**config.mk**
```make
export PLATFORM = sky130hd
export DESIGN_NAME = vga_timing_gen
export DESIGN_NICKNAME = d
export VERILOG_FILES = /design/src/rtl/vga_pkg.sv /design/src/rtl/vga_frame_tick.sv /design/src/rtl/vga_timing_gen.sv
export SDC_FILE = /design/constraint.sdc
export NUM_CORES = 1
export LEC_CHECK = 0
export BUFFER_PORTS_ARGS = -buffer_cell sky130_fd_sc_hd__buf_4
export CORE_MARGIN = 3
export CORE_UTILIZATION = 50
export DETAILED_ROUTE_END_ITERATION = 8
export PLACE_DENSITY_LB_ADDON = 0.15
export SKIP_LAST_GASP = 1
export SLEW_MARGIN = 10
export SYNTH_ARGS = -nofsm -noshare
export SYNTH_HDL_FRONTEND = slang
export SYNTH_SLANG_ARGS = --single-unit
```
**constraint.sdc**
```tcl
create_clock -name vga_clk -period 2.2 [get_ports vga_clk]
set_input_delay 0.33 -clock vga_clk [delete_from_list [all_inputs] [get_ports vga_clk]]
set_output_delay 0.33 -clock vga_clk [all_outputs]
set_load 0.05 [all_outputs]
```
**src/rtl/vga_pkg.sv**
```systemverilog
// vga_pkg: shared definitions for the VGA raster timing generator.
//   - Default 640x480@60 Hz timing constants (pixels / lines).
//   - H_TOTAL / V_TOTAL computed from the defaults.
//   - coord_t: 10-bit raster coordinate type.
//   - FRAMES_PER_SEC: frame count at which the seconds tick fires.
//   - vga_state_t: generator FSM state encoding.
//   - in_window(): half-open range test [lo, hi) on a coordinate.
package vga_pkg;

    localparam int DEF_H_ACTIVE = 640;
    localparam int DEF_H_FP     = 16;
    localparam int DEF_H_SYNC   = 96;
    localparam int DEF_H_BP     = 48;

    localparam int DEF_V_ACTIVE = 480;
    localparam int DEF_V_FP     = 10;
    localparam int DEF_V_SYNC   = 2;
    localparam int DEF_V_BP     = 33;

    localparam int H_TOTAL = DEF_H_ACTIVE + DEF_H_FP + DEF_H_SYNC + DEF_H_BP;
    localparam int V_TOTAL = DEF_V_ACTIVE + DEF_V_FP + DEF_V_SYNC + DEF_V_BP;

    // Largest total a 10-bit counter can step through.
    localparam int MAX_TOTAL = 1024;

    localparam int FRAMES_PER_SEC = 60;

    typedef logic [9:0] coord_t;

    typedef enum logic {
        ST_RESET = 1'b0,
        ST_RUN   = 1'b1
    } vga_state_t;

    // Comparison done in the int domain so window ends equal to 1024 do not
    // wrap in 10 bits.
    function automatic logic in_window(input coord_t c, input int lo, input int hi);
        return (int'(c) >= lo) && (int'(c) < hi);
    endfunction

endpackage

```
**src/rtl/vga_frame_tick.sv**
```systemverilog
// vga_frame_tick: frames-within-second counter for on-screen pacing.
//   vga_clk     in   pixel clock, rising edge
//   reset_n     in   synchronous active-low reset
//   frame_start in   high for the cycle whose edge will present pixel (0,0);
//                    the top feeds its next-state decode here so the outputs
//                    land on the same edge as its registered frame_start
//   frame_count out  0..FRAMES_PER_SEC-1, holds for a whole frame
//   sec_tick    out  one-cycle pulse on the frame_start where the count wraps
// The first frame after reset is frame 0; counting begins at the next one.
module vga_frame_tick
    import vga_pkg::*;
(
    input  logic       vga_clk,
    input  logic       reset_n,
    input  logic       frame_start,
    output logic [5:0] frame_count,
    output logic       sec_tick
);

    localparam logic [5:0] LAST_FRAME = 6'(FRAMES_PER_SEC - 1);

    // Set once the first post-reset frame has begun.
    logic first_seen;

    always_ff @(posedge vga_clk) begin
        if (!reset_n) begin
            frame_count <= '0;
            sec_tick    <= 1'b0;
            first_seen  <= 1'b0;
        end else begin
            sec_tick <= 1'b0;
            if (frame_start) begin
                if (!first_seen) begin
                    first_seen <= 1'b1;
                end else if (frame_count == LAST_FRAME) begin
                    frame_count <= '0;
                    sec_tick    <= 1'b1;
                end else begin
                    frame_count <= frame_count + 6'd1;
                end
            end
        end
    end

endmodule

```
**src/rtl/vga_timing_gen.sv**
```systemverilog
// vga_timing_gen: free-running raster timing generator (default 640x480@60).
// Optional feature macro: VGA_FRAME_TICK_EN adds frame_count / sec_tick.
//   vga_clk     in   pixel clock; all logic on its rising edge
//   reset_n     in   synchronous active-low reset
//   DrawX       out  horizontal counter, 0..H_TOTAL-1
//   DrawY       out  vertical counter,   0..V_TOTAL-1
//   blank       out  1 = visible pixel
//   hs, vs      out  active-low sync pulses
//   line_start  out  high while DrawX==0
//   frame_start out  high while DrawX==0 and DrawY==0
//   state       out  FSM state (ST_RESET while held in reset, ST_RUN after)
//   frame_count out  frames within the current second (VGA_FRAME_TICK_EN)
//   sec_tick    out  pulse on the frame_start where frame_count wraps
//                    (VGA_FRAME_TICK_EN)
// Output contract: there is no handshake; every cycle presents exactly one
// pixel, and all outputs are registered on the same edge so they always
// describe that same pixel.
module vga_timing_gen
    import vga_pkg::*;
#(
    parameter int H_ACTIVE = DEF_H_ACTIVE,
    parameter int H_FP     = DEF_H_FP,
    parameter int H_SYNC   = DEF_H_SYNC,
    parameter int H_BP     = DEF_H_BP,
    parameter int V_ACTIVE = DEF_V_ACTIVE,
    parameter int V_FP     = DEF_V_FP,
    parameter int V_SYNC   = DEF_V_SYNC,
    parameter int V_BP     = DEF_V_BP
) (
    input  logic       vga_clk,
    input  logic       reset_n,
    output coord_t     DrawX,
    output coord_t     DrawY,
    output logic       blank,
    output logic       hs,
    output logic       vs,
    output logic       line_start,
    output logic       frame_start,
    output vga_state_t state
`ifdef VGA_FRAME_TICK_EN
    ,
    output logic [5:0] frame_count,
    output logic       sec_tick
`endif
);

    localparam int H_TOT = H_ACTIVE + H_FP + H_SYNC + H_BP;
    localparam int V_TOT = V_ACTIVE + V_FP + V_SYNC + V_BP;

    localparam int HS_START = H_ACTIVE + H_FP;
    localparam int HS_END   = HS_START + H_SYNC;
    localparam int VS_START = V_ACTIVE + V_FP;
    localparam int VS_END   = VS_START + V_SYNC;

    localparam coord_t H_LAST = coord_t'(H_TOT - 1);
    localparam coord_t V_LAST = coord_t'(V_TOT - 1);

    if (H_TOT > MAX_TOTAL || V_TOT > MAX_TOTAL) begin : g_bad_timing
        $error("vga_timing_gen: H_TOTAL and V_TOTAL must not exceed 1024");
    end

    // Next-state counters. Leaving reset always lands on (0,0), so the
    // first edge with reset_n high already presents the frame origin.
    coord_t x_nxt;
    coord_t y_nxt;

    always_comb begin
        x_nxt = '0;
        y_nxt = '0;
        if (state == ST_RUN) begin
            if (DrawX == H_LAST) begin
                x_nxt = '0;
                y_nxt = (DrawY == V_LAST) ? '0 : DrawY + coord_t'(1);
            end else begin
                x_nxt = DrawX + coord_t'(1);
                y_nxt = DrawY;
            end
        end
    end

    // Decodes are taken from the next-state counters so that, once
    // registered, they line up with DrawX/DrawY with no added latency.
    logic blank_nxt;
    logic hs_nxt;
    logic vs_nxt;
    logic ls_nxt;
    logic fs_nxt;

    always_comb begin
        blank_nxt = in_window(x_nxt, 0, H_ACTIVE) && in_window(y_nxt, 0, V_ACTIVE);
        hs_nxt    = !in_window(x_nxt, HS_START, HS_END);
        vs_nxt    = !in_window(y_nxt, VS_START, VS_END);
        ls_nxt    = (x_nxt == '0);
        fs_nxt    = (x_nxt == '0) && (y_nxt == '0);
    end

    always_ff @(posedge vga_clk) begin
        if (!reset_n) begin
            state       <= ST_RESET;
            DrawX       <= '0;
            DrawY       <= '0;
            blank       <= 1'b0;
            hs          <= 1'b1;
            vs          <= 1'b1;
            line_start  <= 1'b0;
            frame_start <= 1'b0;
        end else begin
            state       <= ST_RUN;
            DrawX       <= x_nxt;
            DrawY       <= y_nxt;
            blank       <= blank_nxt;
            hs          <= hs_nxt;
            vs          <= vs_nxt;
            line_start  <= ls_nxt;
            frame_start <= fs_nxt;
        end
    end

`ifdef VGA_FRAME_TICK_EN
    // Fed with the next-state frame_start so its registered outputs change
    // on the same edge as frame_start itself.
    vga_frame_tick u_frame_tick (
        .vga_clk     (vga_clk),
        .reset_n     (reset_n),
        .frame_start (fs_nxt),
        .frame_count (frame_count),
        .sec_tick    (sec_tick)
    );
`endif

endmodule

```
======== After elaboration in Yosys (flattened, before gate mapping) ========
Cells that the tools add are included.
operators by class
  add/sub/neg operators ................... 2
  multipliers ............................. 0
  divide/modulo/power cells ............... 0
  order comparisons ....................... 6
  eq/ne operators ......................... 2
  shift-type cells ........................ 0
  muxes and demuxes ....................... 6
  bitwise operators ....................... 0
  reduce and logical (&&, ||, !) cells .... 8
operators by type and width
  kind                                                                            count
  10-bit two-way mux                                                              5
  10-bit by 1-bit adder with 10-bit output (second input constant)                2
  10-bit equality test (second input constant)                                    2
  10-bit zero test                                                                2
  10-bit less-than comparator (second input constant)                             2
  10-bit by 9-bit less-than comparator with 1-bit output (second input constant)  2
  10-bit >= comparator (second input constant)                                    1
  10-bit by 9-bit >= comparator with 1-bit output (second input constant)         1
  1-bit logical AND                                                               4
  1-bit zero test                                                                 2
  1-bit two-way mux                                                               1
word-level totals
  flip-flop bits (word level) ............. 26
  bits in latches ......................... 0
  memory bits (writable) .................. 0
  bits in read-only memories .............. 0
  bits of input ports ..................... 2
  output and inout port bits .............. 26
  logic and storage cells ................. 32
  memories kept ........................... 0

======== Longest topological paths before layout ========
  depth in word-level cells ............... 7
  gate-level depth with buffers ........... 8

======== Least setup slack after synthesis ========
No wires, ideal clock.
  kind .................................... register to register
  start ................................... register DrawX[0]
  end ..................................... register vs
  setup time .............................. 136 ps
  arrival time ............................ 2247 ps
  required time ........................... 2064 ps
  path slack .............................. -183 ps
  stages on the path, launching flop included .. 9
  buffers on the path ..................... 1
  clock period less this slack ............ 2383 ps
  cells stage by stage .................... dfxtp_1 > ha_1 > nand4_1 > nor3_2 > buf_6 > nand4_4 > xor2_2 > nor4_4 > o2111ai_1
on the way
  longest elaborated chain between the ends .. 6
  elaborated cells between the ends (all ways) .. 7
  those cells by class .................... order compare (2); eq/ne (1); mux (2); reduce/logical (2)
RTL lines
  element                                                                                                                    line                   text
  from (decl)                                                                                                                vga_timing_gen.sv:32   output coord_t DrawX,
  from (signal assigned)                                                                                                     vga_timing_gen.sv:109  DrawX <= x_nxt;
  10-bit equality test *                                                                                                     vga_timing_gen.sv:71   if (DrawX == H_LAST) begin
  10-bit two-way mux *                                                                                                       vga_timing_gen.sv:71
  10-bit two-way mux *                                                                                                       vga_timing_gen.sv:70   if (state == ST_RUN) begin
  10-bit by 9-bit >= comparator with 1-bit output or 10-bit by 9-bit less-than comparator with 1-bit output (tied branches)  vga_pkg.sv:38          return (int'(c) >= lo) && (int'(c) < hi);
  1-bit logical AND *                                                                                                        vga_pkg.sv:38
  1-bit zero test *                                                                                                          vga_timing_gen.sv:92   vs_nxt = !in_window(y_nxt, VS_START, VS_END);
  to (signal assigned)                                                                                                       vga_timing_gen.sv:113  vs <= vs_nxt;
  to (decl)                                                                                                                  vga_timing_gen.sv:36   output logic vs,
Every way passes the cells marked *; elsewhere a longest branch is shown, timed or not.
A chain may end at the register's enable or synchronous reset.

======== Worst setup path after layout ========
  start ................................... register DrawX[1]
  end ..................................... register frame_start
on the way
  longest elaborated chain between the ends .. 5
  elaborated cells between the ends (all ways) .. 9
  those cells by class .................... add/sub (1); eq/ne (1); mux (4); reduce/logical (3)
RTL lines
  element                                                                           line                                        text
  10-bit by 1-bit adder with 10-bit output or 10-bit equality test (tied branches)  vga_timing_gen.sv:75, vga_timing_gen.sv:71
  10-bit two-way mux                                                                vga_timing_gen.sv:71
  10-bit two-way mux                                                                vga_timing_gen.sv:70
  10-bit zero test                                                                  vga_timing_gen.sv:94                        fs_nxt = (x_nxt == '0) && (y_nxt == '0);
  1-bit logical AND *                                                               vga_timing_gen.sv:94
  to (signal assigned)                                                              vga_timing_gen.sv:115                       frame_start <= fs_nxt;
  to (decl)                                                                         vga_timing_gen.sv:38                        output logic frame_start,
Marks and branches as above.

==> results.cfg <==
[run_status]
status = complete, no violations

[timing]
period_share = 0.973
final_max_slew_viol_count = 0
period_needed_ns = 2.14
setup_viol = 0
fmax_mhz = 467
hold_viol_final = 0
slew_headroom = 0.691
setup_slack_ns = 0.0589
fin_hold_ws_ns = 0.161
worstMarginPinSlew_ns = 0.460
final.setup_skew_ns = 0.0106

[routing]
first_pass_iters = 4
vias = 1478
wl_mm = 3.82
post_drt_wl_per_cell_um = 15.3
ant_nets = 0
drc = 0
via_per_inst = 5.91
drtIter0Drc = 81

[synthesis]
ys_ff_latch = 26
syn_nets = 181
synth_warnings = 0
synth_area_per_cell_um2 = 8.62
synth_cell_type_count = 48
syn_area_mm2 = 0.00152
seq_area_frac_synth = 0.343
synthCells = 176

[cells_and_area]
areaGrowthSynthToFinish_pct = 27.2
finish.utilization = 0.682
drive_gt1_frac = 0.324
n_fill_cell = 225
nets = 225
final_cell_mix = buf_4 (47), nor2_1 (26), dfxtp_1 (22)
final_common_cell = buf_4
num_antenna_cells = 0
multi_input_area_um2 = 941
seq_area_um2 = 526

[floorplanning]
rows = 19
die-height_um = 61.1
start_util = 0.536
dieArea_mm2 = 0.00373
core_mm2 = 0.00283
die_w_um = 61.1
io_pins = 28

[setup_path]
cpMaxStageDelayCell = dfxtp_2
slowest_delay_ns = 0.36
path_max_fanout = 5
cp.required_ns = 2.45
arrival_ns = 2.39
critPathKind = register to register
worstSetupStartpointType = register
path_cells = ha_1 > buf_4 > and4_4 > nand3_4 > nor4_2 > xnor2_1 > a21o_1 > nor3b_1
endpoint_kind = register

[grt]
grt_overflow = 0
grt_use_total = 0.224
grt_max_degree = 16
antenna_found_initial = 0
grt_pass1_wl_mm = 6.35
grt_pass1_vias = 1323

[clock_tree]
holdBufCountCts = 0
clockBufferDepth = 2
cts_buffers = 3
cts_tree = done
htree_num_levels = 1
clock-sinks = 26
insertion_delay_ns = 0.33
cts_root_buf = clkbuf_4
path_clk_slew_ns = 0.15

[placed_design]
hpwl_mm = 2.87
portBuffers = 27
gp_congestion = 0.926
pre_cts_slack_ns = 0.0979

[pwr]
ir_worst_vdd_mv = 0.237
power.total_mw = 0.884
power_leakage_nw = 0.759
power_density_mw_per_mm2 = 458

[job]
maxCapViolCount = 0

[hold_path]
hp-class = input port to register
report_power, final:
part | total (mW) | internal [mW] | switching, mW
clock | 0.337 | 0.184 | 0.153
sequential | 0.483 | 0.478 | 0.00489
combinational | 0.0638 | 0.0199 | 0.0438
total | 0.884 | 0.682 | 0.201
worst max-delay path: cells and delay by family (launching register included):
family | cells | cell delay [ns]
DFF | 1 | 0.36
and+or+nand+nor | 4 | 0.89
buffers and inverters | 1 | 0.14
adders and majority gates | 1 | 0.16
xor gates and xnor gates | 1 | 0.28
AOI/OAI and AO/OA | 1 | 0.21
final timing paths:
kind         slack (ns)  depth (start not counted)                start                endpoint
max                0.06                          8  DrawX[1]$_SDFF_PN0_  frame_start$_SDFF_PN0_
min                0.16                          1              reset_n           state$_DFF_P_
max reg2reg        0.06                          8  DrawX[1]$_SDFF_PN0_  frame_start$_SDFF_PN0_
min reg2reg        0.53                          2  DrawY[1]$_SDFF_PN0_     DrawY[1]$_SDFF_PN0_
synth_stat cells (all sizes together):
cell type  number  share of area
or3             2          0.015
and2            4          0.016
nor4            2          0.022
dfxtp          26           0.34
clkbuf          1         0.0025
nor3            6          0.026
and4            2          0.013
a211oi          1         0.0050
o21ai           7          0.031
nand2b          1         0.0041
nor2           26          0.064
and3            3          0.013
o31ai           3          0.018
o21bai          1         0.0050
xnor2           9          0.052
or4             5          0.026
nor3b           2         0.0099
nand3          12          0.048
nand3b          2         0.0099
nor2b           2         0.0082
xor2            7          0.045
a32oi           1         0.0058
nand2          12          0.030
o2111ai         1         0.0058
a22o            1         0.0058
buf             7          0.031
mux2i           2          0.013
inv             5          0.012
o211ai          2         0.0099
ha              3          0.025
nand4           8          0.043
a41oi           1         0.0058
a21oi           6          0.020
a21o            1         0.0050
a2bb2oi         1         0.0058
or2             1         0.0041
registers in the layout (all words and copies together) (netlist names):
signal       flops
frame_start      1
hs               1
vs               1
DrawY           10
DrawX           10
line_start       1
blank            1
state            1
repair_timing:
| item | 4_1_cts | 5_1_grt |
|---|---|---|
| setup buffers | 0 | 3 |
| endpoints found under the hold margin | 0 | 0 |
| gates resized for setup | 0 | 3 |
| setup endpoints to repair | 0 | 3 |
metrics by stage:
stage                     std cells  cell area [um^2]  setup TNS (ns)
after global routing            250              1930        -0.00999
final                           250              1930               0
after detailed placement        243              1840               0
after floorplan                 176              1520               0
after global placement          243              1840               0
after CTS                       247              1890               0
routing by layer:
metal / track usage / routed length, um
met1: 0.340 / 1850
met2: 0.326 / 1650
met3: 0.0210 / 282
met4: 0.0805 / 38
met5: 0 / 0
cells by family after synthesis:
group | synth area share
flip-flops | 0.343
buffers and inverters | 0.0462
XOR/XNOR | 0.0974
AO/OA/AOI/OAI | 0.122
AND/OR/NAND/NOR | 0.353
multiplexers | 0.0132
adder cells (fa/ha/maj) | 0.0248
cell type report:
cell class / count / area share
multi-input combinational: 137 / 0.488
inverter: 5 / 0.00973
clock inverter: 1 / 0.0156
sequential: 26 / 0.272
timing repair buffer: 47 / 0.183
tap: 31 / 0.0201
clock buffer: 3 / 0.0117
(Power assumes the default switching activity.)
